## src/rtl/mips_fetch_unit.sv

```systemverilog
// Instruction fetch stage: one outstanding imem request, PC/instruction FIFO, redirect flush.
// Optional FETCH_PERF_CNT_EN adds fetch_stall_cnt and redirect_cnt outputs.
module mips_fetch_unit #(
    parameter int unsigned DEPTH    = 4,
    parameter logic [31:0] RESET_PC = 32'd0
) (
    input  logic        clock,
    input  logic        reset_n,
    output logic        imem_req,
    output logic [31:0] imem_addr,
    input  logic        imem_ack,
    input  logic [31:0] imem_rdata,
    input  logic        redirect,
    input  logic [31:0] redirect_pc,
    output logic        instr_valid,
    output logic [31:0] instr,
    output logic [31:0] instr_pc,
    input  logic        instr_ready
`ifdef FETCH_PERF_CNT_EN
    ,
    output logic [31:0] fetch_stall_cnt,
    output logic [15:0] redirect_cnt
`endif
);

    localparam int unsigned AW = (DEPTH > 1) ? $clog2(DEPTH) : 1;
    localparam int unsigned CW = AW + 1;
    localparam logic [CW-1:0] FULL = CW'(DEPTH);

    typedef enum logic [1:0] {
        IDLE = 2'd0,
        WAIT = 2'd1,
        DROP = 2'd2
    } state_e;

    state_e        state_q, state_d;
    logic [31:0]   fetch_pc_q, fetch_pc_d;
    logic [31:0]   addr_q, addr_d;
    logic [CW-1:0] count_q, count_d, count_after;
    logic [AW-1:0] rd_ptr_q, rd_ptr_d;
    logic [AW-1:0] wr_ptr_q, wr_ptr_d;
    logic [31:0]   mem_pc_q    [DEPTH];
    logic [31:0]   mem_instr_q [DEPTH];
    logic          push;
    logic          pop;

    assign pop         = (count_q != '0) && instr_ready;
    assign count_after = count_q + CW'(1) - CW'(pop);

    // Fetch FSM: next state, next fetch PC, next request address, push strobe
    always_comb begin
        state_d    = state_q;
        fetch_pc_d = fetch_pc_q;
        addr_d     = addr_q;
        push       = 1'b0;
        case (state_q)
            IDLE: begin
                if (redirect) begin
                    fetch_pc_d = redirect_pc;
                end else if (count_q < FULL) begin
                    state_d = WAIT;
                    addr_d  = fetch_pc_q;
                end
            end
            WAIT: begin
                if (redirect) begin
                    fetch_pc_d = redirect_pc;
                    if (imem_ack) begin
                        addr_d = redirect_pc;
                    end else begin
                        state_d = DROP;
                    end
                end else if (imem_ack) begin
                    push       = 1'b1;
                    fetch_pc_d = fetch_pc_q + 32'd1;
                    if (count_after < FULL) begin
                        addr_d = fetch_pc_q + 32'd1;
                    end else begin
                        state_d = IDLE;
                    end
                end
            end
            DROP: begin
                if (redirect) begin
                    fetch_pc_d = redirect_pc;
                end
                if (imem_ack) begin
                    state_d = WAIT;
                    addr_d  = fetch_pc_d;
                end
            end
            default: begin
                state_d = IDLE;
            end
        endcase
    end

    // FIFO bookkeeping; a redirect empties the buffer and wins over push/pop
    always_comb begin
        count_d  = count_q;
        rd_ptr_d = rd_ptr_q;
        wr_ptr_d = wr_ptr_q;
        if (redirect) begin
            count_d  = '0;
            rd_ptr_d = '0;
            wr_ptr_d = '0;
        end else begin
            if (push) begin
                wr_ptr_d = wr_ptr_q + AW'(1);
            end
            if (pop) begin
                rd_ptr_d = rd_ptr_q + AW'(1);
            end
            count_d = count_q + CW'(push) - CW'(pop);
        end
    end

    always_ff @(posedge clock or negedge reset_n) begin
        if (!reset_n) begin
            state_q    <= IDLE;
            fetch_pc_q <= RESET_PC;
            addr_q     <= RESET_PC;
            count_q    <= '0;
            rd_ptr_q   <= '0;
            wr_ptr_q   <= '0;
        end else begin
            state_q    <= state_d;
            fetch_pc_q <= fetch_pc_d;
            addr_q     <= addr_d;
            count_q    <= count_d;
            rd_ptr_q   <= rd_ptr_d;
            wr_ptr_q   <= wr_ptr_d;
        end
    end

    // Entry storage; cleared on reset so the head reads zero out of reset
    always_ff @(posedge clock or negedge reset_n) begin
        if (!reset_n) begin
            for (int i = 0; i < int'(DEPTH); i++) begin
                mem_pc_q[i]    <= '0;
                mem_instr_q[i] <= '0;
            end
        end else if (push) begin
            mem_pc_q[wr_ptr_q]    <= fetch_pc_q;
            mem_instr_q[wr_ptr_q] <= imem_rdata;
        end
    end

    assign imem_req    = (state_q == WAIT) || (state_q == DROP);
    assign imem_addr   = addr_q;
    assign instr_valid = (count_q != '0);
    assign instr       = mem_instr_q[rd_ptr_q];
    assign instr_pc    = mem_pc_q[rd_ptr_q];

`ifdef FETCH_PERF_CNT_EN
    logic [31:0] stall_cnt_q;
    logic [15:0] redir_cnt_q;

    // Stall cycles saturate; redirect count wraps
    always_ff @(posedge clock or negedge reset_n) begin
        if (!reset_n) begin
            stall_cnt_q <= '0;
            redir_cnt_q <= '0;
        end else begin
            if (!instr_valid && (state_q != IDLE) && (stall_cnt_q != 32'hFFFF_FFFF)) begin
                stall_cnt_q <= stall_cnt_q + 32'd1;
            end
            if (redirect) begin
                redir_cnt_q <= redir_cnt_q + 16'd1;
            end
        end
    end

    assign fetch_stall_cnt = stall_cnt_q;
    assign redirect_cnt    = redir_cnt_q;
`endif

endmodule

```

## config.mk

```make
export PLATFORM = sky130hd
export DESIGN_NAME = mips_fetch_unit
export DESIGN_NICKNAME = d
export VERILOG_FILES = /design/src/rtl/mips_fetch_unit.sv
export SDC_FILE = /design/constraint.sdc
export NUM_CORES = 1
export LEC_CHECK = 0
export CORE_AREA = 2 2 214 163
export CTS_BUF_LIST = sky130_fd_sc_hd__clkbuf_8
export DETAILED_ROUTE_END_ITERATION = 10
export DIE_AREA = 0 0 216 165
export PLACE_DENSITY = 0.72
export SLEW_MARGIN = 20
export SYNTH_ARGS = -nofsm -noshare
export SYNTH_HDL_FRONTEND = slang
export SYNTH_SLANG_ARGS = --single-unit
export TNS_END_PERCENT = 5
```

## constraint.sdc

```tcl
create_clock -name clock -period 2.9 [get_ports clock]
set_clock_uncertainty 0.05 [all_clocks]
set_input_delay 0.58 -clock clock [delete_from_list [all_inputs] [get_ports clock]]
set_output_delay 0.58 -clock clock [all_outputs]
set_load 0.005 [all_outputs]
```

==> summary.md, run 1 <==
| Metric | Value |
|---|---|
| Status | `complete, but fails checks` |
| Failing checks | `negative setup slack` |
| Root Driver | `clkbuf_8` |
| Final Slew Violations | `0` |
| Clk slew on worst S/H paths | `60 ps` |
| Tmin final | `2957 ps` |
| CP max FO | `9` |
| Unique cell type count in the Yosys netlist | `68` |
| Avg Cell Area, Syn | `11.79 um^2` |
| Placer Congestion | `0.9413` |
| Synth Area in Simple Gates | `0.09343` |
| Leak pwr | `9.330 nW` |
| CP peak stage delay | `530 ps` |
| Post-DR wirelength/cell | `22.38 um` |
| DRT iter0 DRCs | `1234` |
| Hold Startpoint | `mem_pc_q[126]` |
| Post-synth EDFFs | `0` |
| # IOs | `167` |
| Initial Util | `0.4955` |
| Row count | `58` |
| Crit end category | `output pin` |
| Share of the yosys chip area belonging to registers | `0.4978` |
| Count leader, synth | `dfrtp_1` |
| Non-filler cells, final | `2078` |
| Post-synth ARST share | `1.000` |
| Setup crit end | `instr_pc[13]` |
| Worst Reg-to-Reg Cells | `6` |
| Final #Nets | `1672` |
| I/O Buffers | `166` |
| Post-place instance area | `19140 um^2` |
| Hold Fails Final Rpt | `0` |
| Switching Share | `0.3654` |
| Final WL | `46510 um` |
| First drt pass iteration count | `6` |
| Worst slew margin relative to its limit | `0.5214` |
| Critical path class | `reg -> out` |
| Dpl hpwl | `31170 um` |
| CTS Buffer Depth | `3` |
| Final worst slack | `-56.59 ps` |
| Routed vias/inst | `6.042` |
| CTS Buf Count | `54` |
| Syn Inst Count | `1403` |
| Number of fill cells | `2634` |
| Grt ovf | `0` |
| Final period util | `1.020` |
| Final Setup Violations | `12` |
| Total GRT Usage | `0.2636` |
| Synth Warn # | `0` |
| Worst r2r src | `fetch_pc_q[2]` |
| Top cells by count, synth | `329 x dfrtp_1, 214 x mux2_2, 120 x nand2_1` |
| Worst hold path depth | `2` |
| Compound-cell area share of the yosys netlist | `0.1171` |
| Die area | `35640 um^2` |
| Largest family of logic cells by synthesized area | `multiplexers` |
| Diode count | `0` |
| Placed Cells | `1970` |
| R2R Setup Slk | `170 ps` |
| Vias in the first global route | `12553` |
| Largest net degree at the start of global routing | `64` |
| Post-synthesis mux area share | `0.2401` |
| Worst Tran Pin Value | `711.4 ps` |
| Share of post-route cells with drive strength above 1 | `0.2924` |
| Main synth FF type | `dfrtp_1` |
| Combinational share of power | `0.465` |
| P_sw | `0.007897 W` |
| Slowest cell on the critical path | `mux4_2` |
| Type of the most critical hold path | `reg -> reg` |
| Area leader, netlist | `dfrtp_1` |
| Total power | `0.02161 W` |
| XOR/XNOR Fraction of Synth Area | `0.006884` |
| RSZ-0062 raised after global routing | `yes` |
| Chip Width | `216 um` |
| Initial antenna violation count | `0` |
| Core Box Area | `33380 um^2` |
| Max-cap violations | `0` |
| Reg-to-Reg End | `imem_addr[18]` |
| Syn nets | `1484` |
| Maximum VDD drop | `0.6168 mV` |
| Startpoint Class | `flip-flop` |
| Fmax | `338.2 MHz` |
| DRC | `0` |
| Seq pwr share | `0.342` |
| Chip height | `165 um` |
| Synth area leaders | `dfrtp_1 50%, mux2_2 15%, mux4_2 8.7%, o21ai_0 2.9%, nand2_1 2.7%` |
| Crit path launch | `rd_ptr_q[0]` |
| Syn Std Cell Area | `16540 um^2` |
| Number of synthesized register bits | `329` |
| Area Growth Syn to Fin | `23.99%` |
| Design area | `20510 um^2` |
| Adder-cell share of the synthesized area | `0.009532` |
| Worst-Skew Late Latency | `610 ps` |
| CP cell instances | `buf_4, buf_12, mux4_2, clkdlybuf4s50_1` |
| Clk sinks | `329` |
| Clk pwr share | `0.193` |
| Routed Antenna Nets | `0` |
| Post-synth top area share | `0.4978` |
| Total internal power | `0.01372 W` |
| PwrDens | `1054 nW/um^2` |
| Vias | `12556` |
| Arrival time at the worst endpoint | `2330 ps` |
| TritonCTS clock tree | `yes` |
| CP Data Required Time | `2270 ps` |
| Htree depth | `2` |
| Global-route wire length before repair | `73020 um` |
==> cell families (layout without fill, tap and decap cells) <==
kind of cell	count (synthesis)	count (layout)
AOI/OAI and AO/OA	302	302
muxes	290	290
buffers and inverters	146	371
and+or+nand+nor	311	311
DFF	329	329
xor gates and xnor gates	13	13
adders and majority gates	12	12
==> sequential cells by signal, indices dropped and copies added (netlist names) <==
name	flops
mem_pc_q	128
count_q	3
fetch_pc_q	32
mem_instr_q	128
state_q	2
wr_ptr_q	2
rd_ptr_q	2
imem_addr	32
==> through the flow <==
stage               hold WS, ps    util  TNS, ps  setup slack [ps]
floorplan                 234.4       -        0             498.1
global placement          407.1  0.5733        0             238.2
detailed placement        418.4  0.5733        0             185.4
CTS                       432.3  0.6091    -2888            -123.3
global route              454.7  0.6143    -1540            -120.0
finish                    426.1  0.6143   -278.9            -56.59
==> power by group through the flow <==
stage / sequential, W / combinational, W / clock, W
after floorplan: 0.00693 / 0.00576 / 0
after global placement: 0.00741 / 0.00961 / 0
after detailed placement: 0.00751 / 0.00981 / 0
after CTS: 0.00737 / 0.00991 / 0.00425
after global routing: 0.00758 / 0.0108 / 0.00447
final: 0.00740 / 0.0100 / 0.00417
==> cell type report <==
class / instances / area [um^2] / share of cell area
tap: 450 / 563.0 / 0.02746
multi-input combinational: 928 / 7770 / 0.3789
timing repair buffer: 255 / 2736 / 0.1334
sequential: 329 / 8238 / 0.4017
clock inverter: 24 / 163.9 / 0.007993
inverter: 23 / 86.33 / 0.004210
clock buffer: 69 / 949.7 / 0.04631
==> per-layer routing <==
metal,GRT usage,share of wire,wire length [um]
met1,0.3860,0.46,21210
met2,0.4065,0.45,20950
met3,0.05193,0.074,3446
met4,0.06507,0.020,908
met5,0,0,0
==> cells in the final DEF (no fill, tap or decap), types with 12 or more instances in the layout <==
cell	netlist	routed
a21oi_1	59	58
a31oi_1	19	19
buf_12	0	22
buf_4	1	58
clkbuf_8	0	69
clkdlybuf4s15_1	0	12
clkdlybuf4s50_1	0	112
dfrtp_1	329	327
dlymetal6s2s_1	0	25
inv_1	21	38
mux2_2	214	214
mux2i_1	12	12
mux4_2	64	64
nand2_1	120	116
nand3_1	21	21
nand4_1	17	17
nor2_1	60	60
nor3_1	14	14
o21ai_0	97	96
o22ai_1	21	21
==> worst max-delay path: cells and delay by family, from the launching register on <==
kind                   cells  cell delay, ps
buffers and inverters      3             800
DFF                        1             420
muxes                      1             530
==> how the worst min path moves through the flow <==
stage / endpoint
detailed placement: mem_pc_q[6]
global placement: mem_pc_q[126]
CTS: mem_pc_q[126]
global route: mem_pc_q[114]
finish: mem_pc_q[126]
floorplan: count_q[0]
==> repair_timing <==
action,in CTS,in global routing
endpoints found under the setup margin,64,37
setup buffers,4,8
resized for setup,34,51
gates cloned,1,1
hold buffers,1,0
hold endpoints to repair,54,0
pin swaps,0,0
(Power assumes the default switching activity.)
==> run 2, diff against run 1 <==
Settings changed: PLACE_DENSITY 0.72 to default, PLACE_DENSITY_LB_ADDON from default to 0.08, SLEW_MARGIN 20 to default.
==> summary.md, run 2 (synthesis results as in run 1) <==
| Metric | Value |
|---|---|
| Status | `complete, but fails checks` |
| Failing checks | `negative setup slack` |
| CP Data Required Time | `2270 ps` |
| Final WL | `46060 um` |
| DRC | `0` |
| CTS Buffer Depth | `3` |
| Final Slew Violations | `0` |
| Hold Fails Final Rpt | `0` |
| Chip Width | `216 um` |
| Routed vias/inst | `5.919` |
| Top flop regs | `mem_instr_q x128, mem_pc_q x128` |
| Routed Antenna Nets | `0` |
| Chip height | `165 um` |
| CP cell instances | `buf_12, buf_12, mux4_2, clkdlybuf4s50_1` |
| Maximum VDD drop | `0.4704 mV` |
| Total internal power | `0.01372 W` |
| Startpoint Class | `flip-flop` |
| CP max FO | `13` |
| Arrival time at the worst endpoint | `2390 ps` |
| Leak pwr | `9.049 nW` |
| Slowest cell on the critical path | `mux4_2` |
| Switching Share | `0.3605` |
| Share of post-route cells with drive strength above 1 | `0.2922` |
| Grt ovf | `0` |
| Initial Util | `0.4955` |
| Dpl hpwl | `31690 um` |
| Total power | `0.02145 W` |
| Reg-to-Reg End | `fetch_pc_q[29]` |
| Final #Nets | `1671` |
| Clk slew on worst S/H paths | `60 ps` |
| Global-route wire length before repair | `71430 um` |
| Clk sinks | `329` |
| TritonCTS clock tree | `yes` |
| CP peak stage delay | `540 ps` |
| Critical path class | `reg -> out` |
| Die area | `35640 um^2` |
| PwrDens | `1053 nW/um^2` |
| Combinational share of power | `0.464` |
| I/O Buffers | `166` |
| Setup total negative slack | `-2865 ps` |
| Hold path endpoint | `state_q[1]` |
| Pre-CTS WS | `296.7 ps` |
| Worst slew margin relative to its limit | `0.5476` |
| Max-cap violations | `0` |
| Fmax | `331.0 MHz` |
| Vias | `12311` |
| RSZ-0062 raised after global routing | `yes` |
| Row count | `58` |
| Initial antenna violation count | `1` |
| Tmin final | `3021 ps` |
| Root Driver | `clkbuf_8` |
| Worst Tran Pin Value | `678.5 ps` |
| Worst hold path depth | `3` |
| # IOs | `167` |
| Hold Startpoint | `redirect` |
| Seq pwr share | `0.341` |
| Core Box Area | `33380 um^2` |
| Vias in the first global route | `12233` |
| Most common cell on crit path | `buf_12` |
| Placer Congestion | `0.9221` |
| Final period util | `1.042` |
| Htree depth | `2` |
| Commonest non-fill, non-tap cell in the layout | `dfrtp_1` |
| Final Setup Violations | `40` |
| Clk pwr share | `0.195` |
| Post-DR wirelength/cell | `22.15 um` |
| Final worst slack | `-120.8 ps` |
| Util after Layout | `0.6101` |
| P_sw | `0.007732 W` |
| R2R Setup Slk | `330 ps` |
| CTS Buf Count | `53` |
| DRT iter0 DRCs | `1139` |
| Number of fill cells | `2727` |
| Largest net degree at the start of global routing | `72` |
| Type of the most critical hold path | `in -> reg` |
| First drt pass iteration count | `5` |
| Area Growth Syn to Fin | `23.14%` |
| Crit end category | `output pin` |
| Total GRT Usage | `0.2598` |
| Worst r2r src | `fetch_pc_q[19]` |
| Most frequent cells in the layout | `327 x dfrtp_1, 214 x mux2_2, 140 x clkdlybuf4s50_1` |
| Worst-Skew Late Latency | `600 ps` |
| Worst Reg-to-Reg Cells | `5` |
run 2: cell type report:
class | instances | area [um^2] | share of cell area
Antenna cell | 1 | 2.502 | 0.0001229
Clock buffer | 70 | 963.4 | 0.04730
Clock inverter | 24 | 156.4 | 0.007679
Inverter | 23 | 86.33 | 0.004239
Multi-Input combinational cell | 928 | 7785 | 0.3822
Sequential cell | 329 | 8238 | 0.4045
Tap cell | 450 | 563.0 | 0.02764
Timing Repair Buffer | 255 | 2572 | 0.1263
run 2: metal layers:
layer,up-vias,part of all wire,global-route usage
li1,5613,-,-
met1,6162,0.46,0.3830
met2,466,0.45,0.3942
met3,68,0.069,0.05138
met4,2,0.021,0.07098
met5,-,0.00024,0
run 2: repair_timing:
item                       4_1_cts  5_1_grt
buffers inserted                 5        0
setup endpoints to repair       65       41
hold buffers                     1        0
gates resized for setup         26        1
hold endpoints to repair        54        0
gates cloned                     0        0
run 2: worst max-delay path by stage:
| stage | start | endpoint | slack (ps) | depth (start not counted) |
|---|---|---|---|---|
| floorplan | state_q[1] | count_q[2] | 500 | 12 |
| global placement | imem_ack | imem_addr[25] | 340 | 8 |
| detailed placement | imem_ack | imem_addr[25] | 300 | 8 |
| CTS | rd_ptr_q[0] | instr_pc[9] | -170 | 4 |
| global route | rd_ptr_q[0] | instr_pc[15] | -210 | 4 |
| finish | rd_ptr_q[0] | instr_pc[9] | -120 | 4 |
run 2: power groups by stage:
| stage | combinational [W] | clock [W] | sequential [W] |
|---|---|---|---|
| 6_report | 0.00995 | 0.00418 | 0.00732 |
| 5_1_grt | 0.0107 | 0.00452 | 0.00750 |
| 4_1_cts | 0.00994 | 0.00430 | 0.00730 |
| 2_1_floorplan | 0.00576 | 0 | 0.00693 |
| 3_3_place_gp | 0.00975 | 0 | 0.00737 |
| 3_5_place_dp | 0.00989 | 0 | 0.00742 |
run 2: per-stage QoR:
step	hold slack, ps	std cells	instance area, um^2
6_report	383.5	2080	20370
3_5_place_dp	415.6	1979	19190
3_3_place_gp	406.1	1979	19190
4_1_cts	334.1	2079	20360
2_1_floorplan	234.4	1403	16540
5_1_grt	405.2	2079	20360
run 2: critical path, delay by kind of cell, from the launching register on:
family | cells | cell delay, ps
buffers and inverters | 3 | 810
DFF | 1 | 430
muxes | 1 | 540
==> run 3, diff against run 2 <==
Settings changed: DONT_BUFFER_PORTS from default to 1.
Clock period 2.9 ns to 2.6 ns, I/O delays scaled along.
==> summary.md, run 3 (synthesis results as in run 1) <==
| Metric | Value |
|---|---|
| Initial antenna violation count | `0` |
| Seq pwr share | `0.377` |
| Final Setup Violations | `0` |
| Share of post-route cells with drive strength above 1 | `0.3164` |
| Combinational share of power | `0.427` |
| Tmin final | `2538 ps` |
| CP peak stage delay | `600 ps` |
| Final #Nets | `1509` |
| PwrDens | `1161 nW/um^2` |
| Post-DR wirelength/cell | `23.50 um` |
| Core Box Area | `33380 um^2` |
| DRC | `0` |
| Post-CTS Hold Fix Bufs | `5` |
| TritonCTS clock tree | `yes` |
| Routed Antenna Nets | `0` |
| Critical path class | `reg -> out` |
| Maximum VDD drop | `0.5280 mV` |
| Final WL | `44910 um` |
| Area Growth Syn to Fin | `12.16%` |
| Reg-to-Reg End | `fetch_pc_q[6]` |
| Failing checks | `negative hold slack` |
| Util after Layout | `0.5557` |
| Top flop regs | `mem_instr_q x128, mem_pc_q x128` |
| Worst hold slack | `-406.7 ps` |
| Worst Reg-to-Reg Cells | `7` |
| CTS Buf Count | `53` |
| Crit end category | `output pin` |
| # IOs | `167` |
| Total internal power | `0.01343 W` |
| Leak pwr | `8.269 nW` |
| RSZ-0062 raised after global routing | `yes` |
| CTS Buffer Depth | `3` |
| Type of the most critical hold path | `in -> async` |
| Design area | `18550 um^2` |
| Largest net degree at the start of global routing | `330` |
| Post-place instance area | `17440 um^2` |
| Final period util | `0.9760` |
| Hold Fails Final Rpt | `329` |
| Crit path buf inv count | `1` |
| Die area | `35640 um^2` |
| Status | `complete, but fails checks` |
| Clk sinks | `329` |
| Vias in the first global route | `11468` |
| CP Data Required Time | `2030 ps` |
| Routed vias/inst | `6.080` |
| Clk pwr share | `0.197` |
| Htree depth | `2` |
| Placer Congestion | `0.9138` |
| Worst Tran Pin Value | `643.2 ps` |
| Worst-Skew Late Latency | `600 ps` |
| Placed Cells | `1812` |
| CP cell instances | `buf_12, mux4_2` |
| Grt ovf | `0` |
| Non-filler cells, final | `1911` |
| Global-route wire length before repair | `69400 um` |
| Delay-heaviest family, CP | `multiplexers` |
| P_sw | `0.008098 W` |
| Chip height | `165 um` |
| R2R Setup Slk | `170 ps` |
| Most frequent cells in the layout | `327 x dfrtp_1, 214 x mux2_2, 116 x nand2_1` |
| Worst r2r src | `state_q[0]` |
| Vias | `11618` |
| Initial Util | `0.4955` |
| Final Slew Violations | `0` |
| Worst slew margin relative to its limit | `0.5712` |
| Clk slew on worst S/H paths | `60 ps` |
| CP max FO | `23` |
| Row count | `58` |
| First drt pass iteration count | `5` |
| Dpl hpwl | `29500 um` |
| Total GRT Usage | `0.2527` |
| Max-cap violations | `0` |
| Switching Share | `0.3761` |
| Fmax | `394.1 MHz` |
| Chip Width | `216 um` |
| Startpoint Class | `flip-flop` |
| I/O Buffers | `0` |
| DRT iter0 DRCs | `996` |
| Commonest non-fill, non-tap cell in the layout | `dfrtp_1` |
| Slowest cell on the critical path | `mux4_2` |
| Root Driver | `clkbuf_8` |
| Arrival time at the worst endpoint | `1970 ps` |
run 3: worst max-delay path by stage:
stage / start / slack (ps) / cells past startpoint / endpoint
after floorplan: state_q[1] / 200 / 12 / count_q[2]
after global placement: state_q[1] / 280 / 12 / count_q[2]
after detailed placement: state_q[0] / 230 / 7 / fetch_pc_q[6]
after CTS: rd_ptr_q[0] / -70 / 2 / instr_pc[11]
after global routing: rd_ptr_q[0] / -40 / 2 / instr_pc[2]
final: rd_ptr_q[0] / 60 / 2 / instr_pc[16]
run 3: metal layers:
metal | part of all wire | routed length, um | up-vias | track usage
met5 | 0 | 0 | - | 0
met4 | 0.015 | 695 | 0 | 0.05573
met3 | 0.089 | 3993 | 56 | 0.07385
met2 | 0.44 | 19730 | 404 | 0.3785
met1 | 0.46 | 20490 | 5897 | 0.3653
li1 | - | - | 5261 | -
run 3: power groups by stage:
stage	Clock (W)	Sequential [W]	Combinational, W
after floorplan	0	0.00773	0.00643
after global placement	0	0.00815	0.00891
after detailed placement	0	0.00822	0.00900
after CTS	0.00437	0.00814	0.00907
after global routing	0.00461	0.00834	0.00994
final	0.00424	0.00811	0.00918
run 3: final cells by class:
cell class,count,area [um^2]
Tap cell,450,563.0
Multi-Input combinational cell,928,7772
Clock inverter,21,86.33
Timing Repair Buffer,93,892.1
Antenna cell,1,2.502
Fill cell,2851,14830
Inverter,23,86.33
Clock buffer,66,908.4
Sequential cell,329,8240
run 3: timing repair:
action | 4_1_cts | 5_1_grt
gates cloned | 0 | 0
buffers inserted | 0 | 6
setup endpoints to repair | 49 | 59
hold endpoints to repair | 341 | 329
gates resized for setup | 1 | 1
run 3: metrics by stage:
step	power (W)	worst slack, ps	TNS, ps	hold WS (ps)
5_1_grt	0.02289	-36.09	-325.6	-442.5
3_5_place_dp	0.01722	230.6	0	182.5
3_3_place_gp	0.01706	278.1	0	180.7
2_1_floorplan	0.01416	198.1	0	174.4
4_1_cts	0.02159	-72.27	-1362	-451.9
6_report	0.02153	62.29	0	-406.7
